`src/rtl/matrix_load_ctrl.sv`:
```
// Streams matrices A and B into BRAM, starts the systolic array, then drains
// result C from BRAM onto an output stream with a one-word output register.
module matrix_load_ctrl #(
   parameter int unsigned MAX_DIM   = 64,
   parameter int unsigned data_size = 32
) (
   input  logic                 clk,
   input  logic                 reset,
   input  logic [31:0]          matrix_size,
   input  logic                 start,
   input  logic                 s_valid,
   output logic                 s_ready,
   input  logic [data_size-1:0] s_data,
   output logic                 wready_q,
   output logic [31:0]          write_addr,
   output logic [data_size-1:0] hello_world_q,
   output logic                 A_cho,
   output logic                 B_cho,
   output logic                 work,
   output logic                 go,
   input  logic                 finish,
   output logic                 arvalid,
   output logic [31:0]          read_addr,
   input  logic [data_size-1:0] ram_data,
   output logic                 m_valid,
   input  logic                 m_ready,
   output logic [data_size-1:0] m_data,
   output logic                 busy,
   output logic                 done,
   output logic                 err
);

   localparam int unsigned DW = $clog2(MAX_DIM + 1);
   localparam int unsigned CW = $clog2(MAX_DIM * MAX_DIM + 1);

   typedef enum logic [2:0] {IDLE, LOAD_A, LOAD_B, RUN, WAIT, DRAIN} state_t;

   state_t        state, state_nx;
   logic [CW-1:0] cnt, total;
   logic          rd_pend, wr_a;
   logic          size_ok, last, load, beat, accept;

   assign size_ok = (matrix_size != '0) && (matrix_size <= MAX_DIM);
   assign last    = (cnt == total - CW'(1));
   assign busy    = (state != IDLE);

   always_ff @(posedge clk or negedge reset) begin
      if (!reset) state <= IDLE;
      else        state <= state_nx;
   end

   always_comb begin
      state_nx  = state;
      load      = (state == LOAD_A) || (state == LOAD_B);
      s_ready   = load;
      beat      = s_valid && load;
      accept    = m_valid && m_ready;
      arvalid   = 1'b0;
      read_addr = '0;
      go        = 1'b0;
      work      = 1'b0;
      done      = 1'b0;
      A_cho     = 1'b0;
      B_cho     = 1'b0;
      case (state)
         IDLE:   if (start && size_ok) state_nx = LOAD_A;
         LOAD_A: begin
            A_cho = 1'b1;
            if (beat && last) state_nx = LOAD_B;
         end
         LOAD_B: begin
            B_cho = 1'b1;
            if (beat && last) state_nx = RUN;
         end
         RUN: begin
            go       = 1'b1;
            work     = 1'b1;
            state_nx = WAIT;
         end
         WAIT: begin
            work = 1'b1;
            if (finish) state_nx = DRAIN;
         end
         DRAIN: begin
            A_cho     = 1'b1;
            read_addr = 32'(cnt);
            // only one word in flight: either a pending read or the output register
            arvalid   = !rd_pend && (cnt < total) && (!m_valid || m_ready);
            if (accept && (cnt == total)) begin
               done     = 1'b1;
               state_nx = IDLE;
            end
         end
         default: state_nx = IDLE;
      endcase
      // a registered write trails its beat by one cycle, so it carries its own bank
      if (wready_q) begin
         A_cho = wr_a;
         B_cho = !wr_a;
      end
   end

   always_ff @(posedge clk or negedge reset) begin
      if (!reset) begin
         cnt           <= '0;
         total         <= '0;
         rd_pend       <= 1'b0;
         wr_a          <= 1'b0;
         wready_q      <= 1'b0;
         write_addr    <= '0;
         hello_world_q <= '0;
         m_valid       <= 1'b0;
         m_data        <= '0;
         err           <= 1'b0;
      end else begin
         err      <= (state == IDLE) && start && !size_ok;
         wready_q <= beat;
         rd_pend  <= arvalid;
         if (beat) begin
            write_addr    <= 32'(cnt);
            hello_world_q <= s_data;
            wr_a          <= (state == LOAD_A);
         end
         if ((state == IDLE) && start && size_ok) begin
            cnt   <= '0;
            total <= CW'(matrix_size[DW-1:0]) * CW'(matrix_size[DW-1:0]);
         end else if (beat) begin
            cnt <= last ? '0 : cnt + CW'(1);
         end else if (arvalid) begin
            cnt <= cnt + CW'(1);
         end
         if (rd_pend) begin
            m_valid <= 1'b1;
            m_data  <= ram_data;
         end else if (accept) begin
            m_valid <= 1'b0;
         end
      end
   end

endmodule

```
`config.mk`:
```
export PLATFORM = sky130hd
export DESIGN_NAME = matrix_load_ctrl
export DESIGN_NICKNAME = d
export VERILOG_FILES = /design/src/rtl/matrix_load_ctrl.sv
export SDC_FILE = /design/constraint.sdc
export NUM_CORES = 1
export LEC_CHECK = 0
export CAP_MARGIN = 20
export CORE_MARGIN = 4
export CORE_UTILIZATION = 41
export DETAILED_ROUTE_END_ITERATION = 10
export GPL_TIMING_DRIVEN = 0
export PLACE_DENSITY = 0.88
export SLEW_MARGIN = 25
export SYNTH_ARGS = -nofsm -noshare
export SYNTH_HDL_FRONTEND = slang
export SYNTH_SLANG_ARGS = --single-unit
```
`constraint.sdc`:
```
create_clock -name clk -period 2.4 [get_ports clk]
set_clock_uncertainty 0.05 [all_clocks]
set_input_delay 0.36 -clock clk [delete_from_list [all_inputs] [get_ports clk]]
set_output_delay 0.36 -clock clk [all_outputs]
set_load 0.02 [all_outputs]
```
# After elaboration in Yosys (flattened, before gate mapping)
# Cells that the tools add are included.
# W data, S select, Z words.
# totals
latchBits	0
n_memories	0
out_inout_bits	139
wordCells	75
regBits	111
in_bits	102
ramBits	0
mem_bits_ro	0
# classes
div_mod_pow	0
mul	1
mux	22
bitwise	0
reduce_logical	25
shifts	0
add_sub_neg	2
n_lt_le_gt_ge	2
eq_ne	12
# op_table
cell	count
$mux W13	5
$le A32 B7 Y1 const B	1
$reduce_bool A32 Y1	1
$eq A13 B13 Y1	2
$pmux W3 S6	1
$mux W3	5
$add A13 B1 Y13 const B	1
$lt A13 B13 Y1	1
$mul A7 B7 Y13	1
$sub A13 B1 Y13 const B	1
$logic_and A1 B1 Y1	11
$mux W1	11
$eq A3 B2 Y1 const B	2
$eq A3 B3 Y1 const B	2
$ne A2 B2 Y1 const B	3
$reduce_bool A3 Y1	2
$reduce_and A5 Y1	1
$logic_not A1 Y1	4
$ne A2 B1 Y1 const B	2
$reduce_or A2 Y1	2
$eq A3 B1 Y1 const B	1
$logic_not A3 Y1	1
$logic_or A1 B1 Y1	2
$reduce_bool A2 Y1	1

# Depth between registers and ports, before layout
# depth
depth_word	7
ltp_mapped	20
mapped_depth_nobuf	19

# Worst setup path before layout
# OpenSTA, ideal clock, no wires.
# synth_timing
path_kind	input to register
startpoint	in matrix_size[0]
endpoint	reg total[12]
setup_ps	120
cell_stages	18
t_arrival_ps	4338
required_ps	2230
slack_ps	-2108
n_path_buf	1
path_cell_list	clkbuf_1 nand2_1 xor2_1 ha_1 inv_1 fa_1 inv_1 fa_1 inv_1 fa_1 inv_1 ha_1 a21o_1 a21o_1 a2111o_1 a31oi_2 xnor2_1 o21ai_2
# synth_via
elab_chain_len	3
word_cells_on_any_way	5
cone_classes	mul (1); order compare (1); reduce/logical (3)
# synth_rtl
element	line_no	rtl
start: declaration	9	input logic [31:0] matrix_size,
branches (longest 3 deep; another with $mul A7 B7 Y13)	-	
end signal: assignment	126	total <= CW'(matrix_size[DW-1:0]) * CW'(matrix_size[DW-1:0]);
end: declaration	39	logic [CW-1:0] cnt, total;
# Parallel ways; which one is timed is not known.
# A chain may end at the register's enable or synchronous reset.

# Final worst setup path
# layout_timing
startpoint	in matrix_size[1]
endpoint	reg total[12]
# The elaborated chain is that of the path after synthesis.

==> key figures <==
Placed design
  – IO Port Bufs: just over 200
  – Dpl hpwl: 14930 µm
  – DP Area: approximately 9000 µm²
  – RD Place Congestion: around 0.90

Die
  – Row cnt: 46
  – Die width: between 100 and 150 µm
  – Die area: approximately 18000 µm²
  – Initial Utilization: 41.85%
  – Die H: roughly 140 µm
  – Top Ports: approximately 240
  – Core ar.: between 15000 and 20000 µm²

Route
  – Vias per inst: 5.431
  – Drt pass-1 iters: 5
  – Drc violations: 0
  – DR iter-0 viols: 770
  – WL final: between 20000 and 25000 µm
  – Via count: between 6000 and 7000
  – Wirelength per Cell: 20.51 µm
  – Final ANT Viol Nets: 0

Power and ir drop
  – P_leak: around 4.7 nW
  – Clock network power share: 14.0%
  – Internal: 6.627 mW
  – Sw frac: 40.50%
  – Sequential fraction of design power: between 20 and 30%
  – Switching power: 4.511 mW
  – Worst vdd ir: ~0.47 mV
  – Power density over cell area: ~1100 nW/µm²
  – Comb pwr share: 58.4%

Logic synthesis
  – Yosys top cell area share: 41.26%
  – Yosys top cell by area: dfrtp_1
  – Post-synth EDFFs: 0
  – Post-synth ARST share: 100.0%
  – Register area share after synthesis: just over 40%
  – Cells after Synth: approximately 650
  – Mean Syn Cell Area: 10.31 µm²
  – Ys flop type: dfrtp_1
  – Yosys warns: 0
  – Mapped cell area: around 6700 µm²
  – Synth top area cells: dfrtp_1 (41%), mux2_2 (13%), ha_1 (7.3%)
  – Distinct cells, synth: between 40 and 50
  – Number of synthesized register bits: 110

Critical path
  – FF-to-FF End: state[0]$_DFFE_PN0P_
  – Worst path bufs/invs: 6
  – Crit. End Element: flip-flop
  – Critical path, cell by cell: buf_8 -> clkbuf_16 -> nand2_4 -> xor2_1 -> ha_1 -> inv_2 -> fa_1 -> inv_2 -> fa_1 -> inv_1 -> fa_1 -> inv_2 -> ha_4 -> a21o_1 -> a21o_1 -> a2111o_1 -> a31oi_2 -> xnor2_1 -> o21ai_2
  – Crit path max-delay family: adder cells
  – CP max FO: 3
  – Reg-to-Reg Start: cnt[4]$_DFFE_PN0P_
  – CP Class: input port to flip-flop
  – CP max-delay cell: fa_1
  – Slowest stage delay, CP: ~550 ps
  – Cell count of the worst reg-to-reg path: 8
  – Worst reg-to-reg setup slack: -220 ps
  – Worst Path Required: 2600 ps
  – Critical Path AT: 4280 ps
  – Crit path launch type: input port

Clocking
  – Htree depth: 3
  – Clk root buf: clkbuf_16
  – CTS tree: built
  – Clock Latency Late Sink: between 300 and 400 ps
  – Clock Path Buffers: 2
  – Sink Count: 110
  – Clock-pin slew of the registers on the worst-case setup and hold paths: ~80 ps
  – CTS buffer count: 9

Timing
  – RSZ-0062 raised after global routing: true
  – Min Tclk post-route: a little over 4000 ps
  – Slew of the pin with the lowest slew margin: about 600 ps
  – TNS Setup: -14280 ps
  – Final setup vio count: 26
  – F_max: 0.2447 GHz
  – PnR worst setup slack: -1687 ps
  – Hold Fails Final Rpt: 0
  – Fin. max-slew vios: 0
  – Tcrit/Tclk final: 170.3%
  – Slew Limit Headroom: between 60 and 70%

Global routing
  – Initial antenna violation count: 0
  – Largest net degree at the start of global routing: 58
  – Total gr overflow: 0
  – Number of global-route vias before repair: a little over 6000
  – Global-route wire length before repair: about 32000 µm
  – All-Layer GR Usage: between 20% and 30%

Layout
  – Final nets: 1100
  – # diodes: 0
  – Area Overhead vs Synth: 57.86%
  – Share of layout cells above drive strength 1: 34.35%
  – Final Instance Area: approximately 11000 µm²
  – Number of fill cells: between 1000 and 1500

Status
  – Failing checks: negative setup slack
  – Status: complete, but fails checks

Min path
  – HP Start: matrix_size[1]
  – Worst hold path depth: 3
  – Endpoint, Worst Hold: total[2]$_DFFE_PN0P_
  – Worst Hold Class: input port to flip-flop

Run
  – Max_cap viols: 0
[cell usage after synthesis, drive strengths merged (2+ instances only)]
master,number
nand4b,4
a22o,2
nor2,22
nor2b,4
a21o,8
buf,46
a21oi,18
and2,14
nor4,13
xor2,11
or2,3
nand2,47
a31oi,3
fa,12
xnor2,20
clkbuf,23
or4,2
inv,44
nor3,15
mux2,77
nand3,20
ha,39
a31o,2
o21ai,32
nand2b,9
dfrtp,110
nand4,7
o31ai,2
o211ai,6
o21a,2
and3,19
[per-stage QoR]
stage | cells | hold WS, ps | total power, mW | setup slack (ps) | util [%]
2_1_floorplan | 684 | 14.41 | 6.309 | -1609 | -
3_3_place_gp | 1102 | 437.3 | 8.670 | -3218 | 57.90
3_5_place_dp | 1103 | 313.5 | 8.851 | -2533 | 58.08
4_1_cts | 1155 | 356.1 | 10.66 | -1627 | 63.46
5_1_grt | 1168 | 427.3 | 11.72 | -1846 | 66.06
6_report | 1168 | 418.8 | 11.14 | -1687 | 66.06
[per-layer routing]
metal / GRT usage, % / routed length, µm
met5: 0 / 0
met3: 5.275 / 2279
met4: 6.887 / 1132
met2: 39.49 / 12030
met1: 26.57 / 8516
[registers in the layout (all words and copies together), names as in the netlist]
signal / flops
state: 3
total: 12
wr_a: 1
rd_pend: 1
hello_world_q: 32
write_addr: 13
wready_q: 1
err: 1
cnt: 13
m_data: 32
m_valid: 1
[repair_timing]
action | CTS | global route
hold buffers | 1 | 0
buffers inserted | 37 | 14
pin swaps | 36 | 59
gates resized for setup | 142 | 93
endpoints found under the hold margin | 56 | 0
endpoints found under the setup margin | 92 | 60
cloned | 0 | 1
[worst max path at each step]
stage                               from                    end  slack [ps]  cells past startpoint
final                     matrix_size[1]  total[12]$_DFFE_PN0P_       -1690                     19
after global placement             reset  total[10]$_DFFE_PN0P_       -3220                      1
after global routing      matrix_size[1]  total[11]$_DFFE_PN0P_       -1850                     22
after CTS                 matrix_size[5]  total[12]$_DFFE_PN0P_       -1630                     19
after floorplan           matrix_size[1]  total[12]$_DFFE_PN0P_       -1610                     18
after detailed placement  matrix_size[4]  total[12]$_DFFE_PN0P_       -2530                     18
[power groups by stage]
stage / registers (mW) / logic [mW] / clock network [mW]
final: 3.08 / 6.50 / 1.56
after CTS: 3.06 / 6.04 / 1.57
after global placement: 3.05 / 5.62 / 0
after global routing: 3.17 / 6.89 / 1.66
after detailed placement: 3.10 / 5.75 / 0
after floorplan: 3.84 / 2.47 / 0
[cell type report]
cell class | count | area [µm²] | area share, %
Sequential cell | 110 | 2769 | 26.29
Clock inverter | 7 | 78.83 | 0.7485
Tap cell | 216 | 270.3 | 2.566
Clock buffer | 9 | 225.2 | 2.139
Multi-Input combinational cell | 461 | 4094 | 38.87
Inverter | 44 | 167.7 | 1.592
Timing Repair Buffer | 254 | 2429 | 23.06
Buffer | 67 | 498.0 | 4.729
[worst reg2reg max path: cells and delay by family (launching register included)]
kind,cells,cell delay (ps)
and+or+nand+nor,4,830
buffers and inverters,1,450
DFF,1,400
AOI/OAI and AO/OA,3,770
[placed cells by master, fill, tap and decap left out, types with 7 or more instances in the layout]
master | netlist | final
ha_4 | 0 | 16
conb_1 | 1 | 38
o21ai_0 | 29 | 10
mux2_2 | 77 | 77
xnor2_1 | 20 | 15
a21o_1 | 8 | 8
dfrtp_2 | 0 | 13
nand2_1 | 47 | 41
nand3_1 | 20 | 18
clkbuf_2 | 1 | 11
and2_1 | 13 | 12
xor2_1 | 11 | 9
a21oi_1 | 18 | 10
inv_1 | 44 | 31
o21ai_1 | 1 | 12
clkdlybuf4s50_1 | 0 | 175
o21ai_2 | 2 | 7
nand2b_1 | 9 | 8
clkbuf_16 | 0 | 12
dfrtp_1 | 110 | 97
ha_1 | 39 | 23
clkbuf_1 | 22 | 9
nor2_1 | 22 | 17
buf_6 | 0 | 11
nor3_1 | 15 | 8
fa_1 | 12 | 12
dlygate4sd2_1 | 0 | 9
a21oi_2 | 0 | 7
inv_2 | 0 | 12
buf_4 | 38 | 88
and3_1 | 19 | 19
nand4_1 | 7 | 7
[cell families after synthesis]
| group | share of synthesized area, % |
|---|---|
| other cells | 0.05621 |
| fa+ha+maj | 10.92 |
| flops | 41.26 |
| compound gates | 7.933 |
| mux | 13.00 |
| simple gates | 14.10 |
| buf+inv | 8.665 |
| xor+xnor | 4.070 |
(Power assumes the default switching activity.)
